**src/rtl/decode_ctrl_pipe.sv**
```systemverilog
// decode_ctrl_pipe: RV32 subset decoder (LW, SW, R/I ALU, LUI, BEQ, BNE, JAL,
// JALR) feeding a registered ID/EX control stage, with load-use stall and
// bubble insertion.
// Build option: define CTRL_MULDIV_EN to decode MUL and stall the front end
// for MUL_LAT-1 cycles after issue while ID/EX holds the multiply.
module decode_ctrl_pipe #(
  parameter int MUL_LAT   = 4,
  parameter int ALUCTRL_W = 4
) (
  input  logic                 clk,
  input  logic                 rst,
  input  logic [31:0]          instr,
  input  logic                 id_valid,
  input  logic                 flush,
  output logic                 stall,
  output logic                 ex_valid,
  output logic [ALUCTRL_W-1:0] ex_aluctrl,
  output logic                 ex_alusrc,
  output logic [2:0]           ex_immsrc,
  output logic                 ex_regwrite,
  output logic                 ex_memwrite,
  output logic [1:0]           ex_resultsrc,
  output logic [1:0]           ex_brtype,
  output logic                 ex_jalr,
  output logic [4:0]           ex_rd,
  output logic                 ex_illegal
);

  typedef enum logic [3:0] {
    ALU_ADD   = 4'd0,  ALU_SUB  = 4'd1,  ALU_AND  = 4'd2,  ALU_OR  = 4'd3,
    ALU_XOR   = 4'd4,  ALU_SLT  = 4'd5,  ALU_SLTU = 4'd6,  ALU_SLL = 4'd7,
    ALU_SRL   = 4'd8,  ALU_SRA  = 4'd9,  ALU_PASSB = 4'd10, ALU_PC4 = 4'd11,
    ALU_MUL   = 4'd12
  } alu_op_t;

  typedef enum logic [6:0] {
    OP_LOAD   = 7'b0000011,
    OP_STORE  = 7'b0100011,
    OP_RTYPE  = 7'b0110011,
    OP_ITYPE  = 7'b0010011,
    OP_LUI    = 7'b0110111,
    OP_BRANCH = 7'b1100011,
    OP_JAL    = 7'b1101111,
    OP_JALR   = 7'b1100111
  } opcode_t;

  typedef enum logic [2:0] {
    IMM_I = 3'b000, IMM_S = 3'b001, IMM_B = 3'b010, IMM_J = 3'b011, IMM_U = 3'b100
  } imm_sel_t;

  typedef enum logic [1:0] {
    RES_ALU = 2'b00, RES_MEM = 2'b01, RES_PC4 = 2'b10
  } res_sel_t;

  typedef enum logic [1:0] {
    BR_NONE = 2'b00, BR_EQ = 2'b01, BR_NE = 2'b10, BR_JUMP = 2'b11
  } br_type_t;

  // Elaboration-time guard on parameter ranges.
  if (MUL_LAT < 1 || MUL_LAT > 16 || ALUCTRL_W < 4) begin : g_param_check
    $error("decode_ctrl_pipe: MUL_LAT must be 1..16 and ALUCTRL_W >= 4");
  end

  logic [6:0] opcode;
  logic [4:0] rd, rs1, rs2;
  logic [2:0] funct3;
  logic [6:0] funct7;

  assign opcode = instr[6:0];
  assign rd     = instr[11:7];
  assign funct3 = instr[14:12];
  assign rs1    = instr[19:15];
  assign rs2    = instr[24:20];
  assign funct7 = instr[31:25];

  // funct3 -> ALU op; alt is funct7[5], sub_ok allows SUB (R-type only).
  function automatic alu_op_t alu_from_f3(input logic [2:0] f3, input logic alt,
                                          input logic sub_ok);
    alu_op_t op;
    op = ALU_ADD;
    case (f3)
      3'b000: if (alt && sub_ok) op = ALU_SUB; else op = ALU_ADD;
      3'b001: op = ALU_SLL;
      3'b010: op = ALU_SLT;
      3'b011: op = ALU_SLTU;
      3'b100: op = ALU_XOR;
      3'b101: if (alt) op = ALU_SRA; else op = ALU_SRL;
      3'b110: op = ALU_OR;
      default: op = ALU_AND;
    endcase
    return op;
  endfunction

  logic     d_legal, d_alusrc, d_regwrite, d_memwrite, d_jalr;
  logic     use_rs1, use_rs2;
  alu_op_t  d_alu;
  imm_sel_t d_imm;
  res_sel_t d_res;
  br_type_t d_br;
`ifdef CTRL_MULDIV_EN
  logic     d_mul;
`endif

  // Instruction decode of the ID-stage word.
  always_comb begin
    d_legal    = 1'b0;
    d_alu      = ALU_ADD;
    d_alusrc   = 1'b0;
    d_imm      = IMM_I;
    d_regwrite = 1'b0;
    d_memwrite = 1'b0;
    d_res      = RES_ALU;
    d_br       = BR_NONE;
    d_jalr     = 1'b0;
    use_rs1    = 1'b0;
    use_rs2    = 1'b0;
`ifdef CTRL_MULDIV_EN
    d_mul      = 1'b0;
`endif
    case (opcode)
      OP_LOAD: if (funct3 == 3'b010) begin
        d_legal    = 1'b1;
        d_alusrc   = 1'b1;
        d_regwrite = 1'b1;
        d_res      = RES_MEM;
        use_rs1    = 1'b1;
      end
      OP_STORE: if (funct3 == 3'b010) begin
        d_legal    = 1'b1;
        d_alusrc   = 1'b1;
        d_imm      = IMM_S;
        d_memwrite = 1'b1;
        use_rs1    = 1'b1;
        use_rs2    = 1'b1;
      end
      OP_RTYPE: begin
        if (funct7 == 7'b0000000 || funct7 == 7'b0100000) begin
          d_legal = 1'b1;
          d_alu   = alu_from_f3(funct3, funct7[5], 1'b1);
`ifdef CTRL_MULDIV_EN
        end else if (funct7 == 7'b0000001 && funct3 == 3'b000) begin
          d_legal = 1'b1;
          d_alu   = ALU_MUL;
          d_mul   = 1'b1;
`endif
        end
        d_regwrite = d_legal;
        use_rs1    = d_legal;
        use_rs2    = d_legal;
      end
      OP_ITYPE: begin
        d_legal    = 1'b1;
        d_alu      = alu_from_f3(funct3, funct7[5], 1'b0);
        d_alusrc   = 1'b1;
        d_regwrite = 1'b1;
        use_rs1    = 1'b1;
      end
      OP_LUI: begin
        d_legal    = 1'b1;
        d_alu      = ALU_PASSB;
        d_alusrc   = 1'b1;
        d_imm      = IMM_U;
        d_regwrite = 1'b1;
      end
      OP_BRANCH: if (funct3 == 3'b000 || funct3 == 3'b001) begin
        d_legal = 1'b1;
        d_alu   = ALU_SUB;
        d_imm   = IMM_B;
        if (funct3[0]) d_br = BR_NE; else d_br = BR_EQ;
        use_rs1 = 1'b1;
        use_rs2 = 1'b1;
      end
      OP_JAL: begin
        d_legal    = 1'b1;
        d_alu      = ALU_PC4;
        d_imm      = IMM_J;
        d_regwrite = 1'b1;
        d_res      = RES_PC4;
        d_br       = BR_JUMP;
      end
      OP_JALR: if (funct3 == 3'b000) begin
        d_legal    = 1'b1;
        d_alusrc   = 1'b1;
        d_regwrite = 1'b1;
        d_res      = RES_PC4;
        d_br       = BR_JUMP;
        d_jalr     = 1'b1;
        use_rs1    = 1'b1;
      end
      default: d_legal = 1'b0;
    endcase
  end

  logic lu_hazard, mul_busy;

  // Load in EX whose destination is read by the ID instruction.
  always_comb begin
    lu_hazard = ex_valid && (ex_resultsrc == RES_MEM) && (ex_rd != 5'd0) && id_valid &&
                ((use_rs1 && rs1 == ex_rd) || (use_rs2 && rs2 == ex_rd));
  end

  assign stall = !rst && !flush && (lu_hazard || mul_busy);

`ifdef CTRL_MULDIV_EN
  localparam logic [4:0] MUL_INIT = 5'(MUL_LAT - 1);
  logic [4:0] mul_cnt;

  // Multiply busy counter: loaded on MUL issue, counts down to idle.
  always_ff @(posedge clk) begin
    if (rst || flush) begin
      mul_cnt <= '0;
    end else if (mul_cnt != '0) begin
      mul_cnt <= mul_cnt - 5'd1;
    end else if (!lu_hazard && id_valid && d_legal && d_mul) begin
      mul_cnt <= MUL_INIT;
    end
  end

  assign mul_busy = (mul_cnt != '0);
`else
  assign mul_busy = 1'b0;
`endif

  logic     nxt_valid, nxt_alusrc, nxt_regwrite, nxt_memwrite, nxt_jalr, nxt_illegal;
  alu_op_t  nxt_alu;
  imm_sel_t nxt_imm;
  res_sel_t nxt_res;
  br_type_t nxt_br;
  logic [4:0] nxt_rd;

  // Next ID/EX contents: decoded instruction, or a bubble on hazard/invalid/illegal.
  always_comb begin
    nxt_valid    = 1'b0;
    nxt_alu      = ALU_ADD;
    nxt_alusrc   = 1'b0;
    nxt_imm      = IMM_I;
    nxt_regwrite = 1'b0;
    nxt_memwrite = 1'b0;
    nxt_res      = RES_ALU;
    nxt_br       = BR_NONE;
    nxt_jalr     = 1'b0;
    nxt_rd       = '0;
    nxt_illegal  = 1'b0;
    if (lu_hazard) begin
      nxt_valid = 1'b0;
    end else if (id_valid && d_legal) begin
      nxt_valid    = 1'b1;
      nxt_alu      = d_alu;
      nxt_alusrc   = d_alusrc;
      nxt_imm      = d_imm;
      nxt_regwrite = d_regwrite;
      nxt_memwrite = d_memwrite;
      nxt_res      = d_res;
      nxt_br       = d_br;
      nxt_jalr     = d_jalr;
      nxt_rd       = d_regwrite ? rd : 5'd0;
    end else begin
      nxt_illegal  = id_valid;
    end
  end

  // ID/EX register: reset/flush clear, multiply busy holds, otherwise load.
  always_ff @(posedge clk) begin
    if (rst || flush) begin
      ex_valid     <= 1'b0;
      ex_aluctrl   <= '0;
      ex_alusrc    <= 1'b0;
      ex_immsrc    <= '0;
      ex_regwrite  <= 1'b0;
      ex_memwrite  <= 1'b0;
      ex_resultsrc <= '0;
      ex_brtype    <= '0;
      ex_jalr      <= 1'b0;
      ex_rd        <= '0;
      ex_illegal   <= 1'b0;
    end else if (!mul_busy) begin
      ex_valid     <= nxt_valid;
      ex_aluctrl   <= ALUCTRL_W'(nxt_alu);
      ex_alusrc    <= nxt_alusrc;
      ex_immsrc    <= nxt_imm;
      ex_regwrite  <= nxt_regwrite;
      ex_memwrite  <= nxt_memwrite;
      ex_resultsrc <= nxt_res;
      ex_brtype    <= nxt_br;
      ex_jalr      <= nxt_jalr;
      ex_rd        <= nxt_rd;
      ex_illegal   <= nxt_illegal;
    end
  end

endmodule

```
**config.mk**
```make
export PLATFORM = sky130hd
export DESIGN_NAME = decode_ctrl_pipe
export DESIGN_NICKNAME = d
export VERILOG_FILES = /design/src/rtl/decode_ctrl_pipe.sv
export SDC_FILE = /design/constraint.sdc
export NUM_CORES = 1
export LEC_CHECK = 0
export CAP_MARGIN = 25
export CORE_ASPECT_RATIO = 0.6
export CORE_UTILIZATION = 46
export CTS_BUF_LIST = sky130_fd_sc_hd__clkbuf_8
export CTS_CLUSTER_DIAMETER = 120
export DETAILED_ROUTE_END_ITERATION = 10
export GPL_ROUTABILITY_DRIVEN = 0
export PLACE_DENSITY = 0.93
export SYNTH_ARGS = -nofsm -noshare
export SYNTH_HDL_FRONTEND = slang
export SYNTH_SLANG_ARGS = --single-unit
```
**constraint.sdc**
```tcl
create_clock -name clk -period 3.88 [get_ports clk]
set_input_delay 0.776 -clock clk [delete_from_list [all_inputs] [get_ports clk]]
set_output_delay 0.776 -clock clk [all_outputs]
set_load 0.03 [all_outputs]
```
==> flow_metrics.py <==
metrics = {
    "run_status": {
        "status": "finished, final reports clean",
    },
    "sta": {
        "rsz0062_at_grt": "false",
        "maxSlewViolCount": 0,
        "fin_tns_setup_ps": 0,
        "fin_ws_ps": 95.7,
        "max_clock_freq_mhz": 264,
        "period_needed_ps": 3780,
        "relSlewSlack_pct": 46.2,
        "setup_viol": 0,
        "period_share_pct": 97.5,
        "tightest_slew_ps": 806,
        "final.setup_skew_ps": 4.60,
        "hold_viol": 0,
        "holdWs_ps": 961,
    },
    "grt": {
        "first_global_vias": 1386,
        "track_usage_pct": 28.3,
        "gr-total-overflow": 0,
        "grt_pass1_wl_mm": 6.58,
        "grt_start_max_net_pins": 20,
        "antenna_found_initial": 0,
    },
    "floorplan": {
        "fp.dieW_um": 70.3,
        "rows": 14,
        "dieArea_um2": 3020,
        "coreArea_um2": 2570,
        "die_h_um": 43.0,
        "num_io_pins": 59,
        "initial_core_util_pct": 50.0,
    },
    "critical_path": {
        "worstSetupPathType": "in -> out",
        "critPathLaunchType": "primary input",
        "worst-endpoint-required_ps": 3100,
        "crit_arrival_ps": 3010,
        "crit_fanout": 3,
        "crit_path_end_kind": "primary output",
    },
    "clock_tree": {
        "htree_num_levels": 1,
        "clock_latency_ps": 260,
        "clk_pin_slew_ps": 70,
        "cts_hold_buf": 0,
        "cts_tree": "done",
        "clock_sinks": 22,
        "cts_buffer_depth": 2,
        "root_buffer": "clkbuf_8",
        "cts_buffers": 3,
        "cts.repair.resized": 0,
        "post_cts_buffers": 0,
    },
    "synthesis": {
        "synth_most_common_cell": "dfxtp_1",
        "synthDistinctLibCells": 47,
        "synth_edf_count": 0,
        "yosys_warnings": 0,
        "netlist_instances": 147,
        "yosysTopAreaCell": "dfxtp_1",
        "syn_area_um2": 1290,
        "synth_nets": 183,
        "ys_async_sr_fraction_pct": 0,
        "synth_area_leaders": "dfxtp_1 (34%), xor2_1 (6.1%), nor3_1 (5.8%)",
        "synth_seq_cells": 22,
        "yosys.area.top_type_share_pct": 34.2,
        "avgSynthCellArea_um2": 8.75,
        "synth_seq_area_share_pct": 34.2,
        "synth_ff_type": "dfxtp_1",
        "synth_common_cells": "dfxtp_1 (22), nor3_1 (15), nand2_1 (10)",
    },
    "route": {
        "firstDrtPassIters": 4,
        "postRouteAntennaNets": 0,
        "dr_total_vias": 1431,
        "post-route-drc-count": 0,
        "drt_iter0_drc": 102,
        "totalWireLength_mm": 3.97,
        "via_per_inst": 5.94,
        "wl_per_cell_um": 16.5,
    },
    "power": {
        "ir_worst_vdd_mv": 0.267,
        "p_leak_nw": 0.732,
        "power_per_cell_area_nw_per_um2": 263,
    },
    "placed_design": {
        "place_hpwl_mm": 2.99,
        "preCtsSetupSlack_ps": 130,
        "place_area_um2": 1930,
        "io_buffer_count": 58,
    },
    "cells_and_area": {
        "fin_nets": 246,
        "area_growth_pct": 55.7,
        "antenna_cells": 0,
        "drive_above_1_share_pct": 12.0,
        "n_fill_cell": 164,
        "post-route-util_pct": 77.8,
        "final_area_um2": 2000,
    },
    "run": {
        "cap_violations": 0,
    },
    "worst_hold_path": {
        "min_path_type": "reg -> reg",
    },
}
## sequential cells by signal (all words and copies together), names as in the netlist
name,cells
ex_jalr,1
ex_immsrc,3
ex_aluctrl,4
ex_valid,1
ex_illegal,1
ex_regwrite,1
ex_memwrite,1
ex_brtype,2
ex_alusrc,1
ex_resultsrc,2
ex_rd,5
## cell type report
type	instances	area (µm²)	share of cell area (%)
multi-input cells	110	783	39.1
repair buffers	67	646	32.2
flip-flops and latches	22	440	22.0
clock buffers	3	41.3	2.06
well taps	32	40.0	2.00
clock inverters	1	30.0	1.50
inverters	6	22.5	1.12
## placed cells by master, fill, tap and decap left out, types with 2 or more instances in the layout
cell type        instances
a211oi_1                 4
a21oi_1                  4
and3_1                   4
buf_4                   10
clkbuf_8                 3
clkdlybuf4s50_1         57
dfxtp_1                 22
inv_1                    6
nand2_1                 10
nand2b_1                 4
nand3b_1                 4
nand4b_1                 2
nor2_1                   6
nor2b_1                  2
nor3_1                  15
nor3b_1                  3
nor4_1                   8
nor4b_1                  2
o211ai_1                 2
o21ai_0                  4
o31ai_1                  2
xor2_1                   9
## critical path, stage by stage
cell	delay, ps
clkdlybuf4s50_1	410
or4_4	570
nor4_4	370
nor2_2	80
a21o_1	200
a2111oi_2	370
buf_4	220
## final timing paths
kind / slack (ps) / from / end / cells past startpoint
setup / recovery: 100 / instr[26] / stall / 7
hold / removal: 960 / ex_rd[0] / ex_resultsrc[0] / 3
hold reg to reg: 960 / ex_rd[0] / ex_resultsrc[0] / 3
setup reg to reg: 1620 / ex_rd[4] / ex_rd[4] / 5
## kinds of logic (layout without fill, tap and decap cells)
| group | Yosys count | count (layout) | share of synthesized area, % |
|---|---|---|---|
| simple gates | 71 | 71 | 34.7 |
| compound gates | 27 | 27 | 17.3 |
| buf+inv | 15 | 77 | 5.25 |
| flops | 22 | 22 | 34.2 |
| mux | 2 | 2 | 1.65 |
| xor+xnor | 10 | 10 | 6.81 |
## stage by stage
step	instances	total power, mW
after floorplan	147	0.268
after global placement	237	0.318
after detailed placement	237	0.320
after CTS	241	0.528
after global routing	241	0.543
final	241	0.527
## routing by layer
layer | global-route usage (%) | vias to the layer above | share of wire (%)
met5 | 0 | - | 0
met4 | 4.80 | 0 | 0.78
met3 | 6.41 | 7 | 9.0
met2 | 48.2 | 77 | 47
met1 | 37.2 | 675 | 43
li1 | - | 672 | -
## where the power goes
part,total (mW),internal [mW],switching [mW]
clock,0.209,0.138,0.0715
combinational,0.0906,0.0513,0.0393
sequential,0.227,0.226,0.000328
total,0.527,0.415,0.111
(Power assumes the default switching activity.)
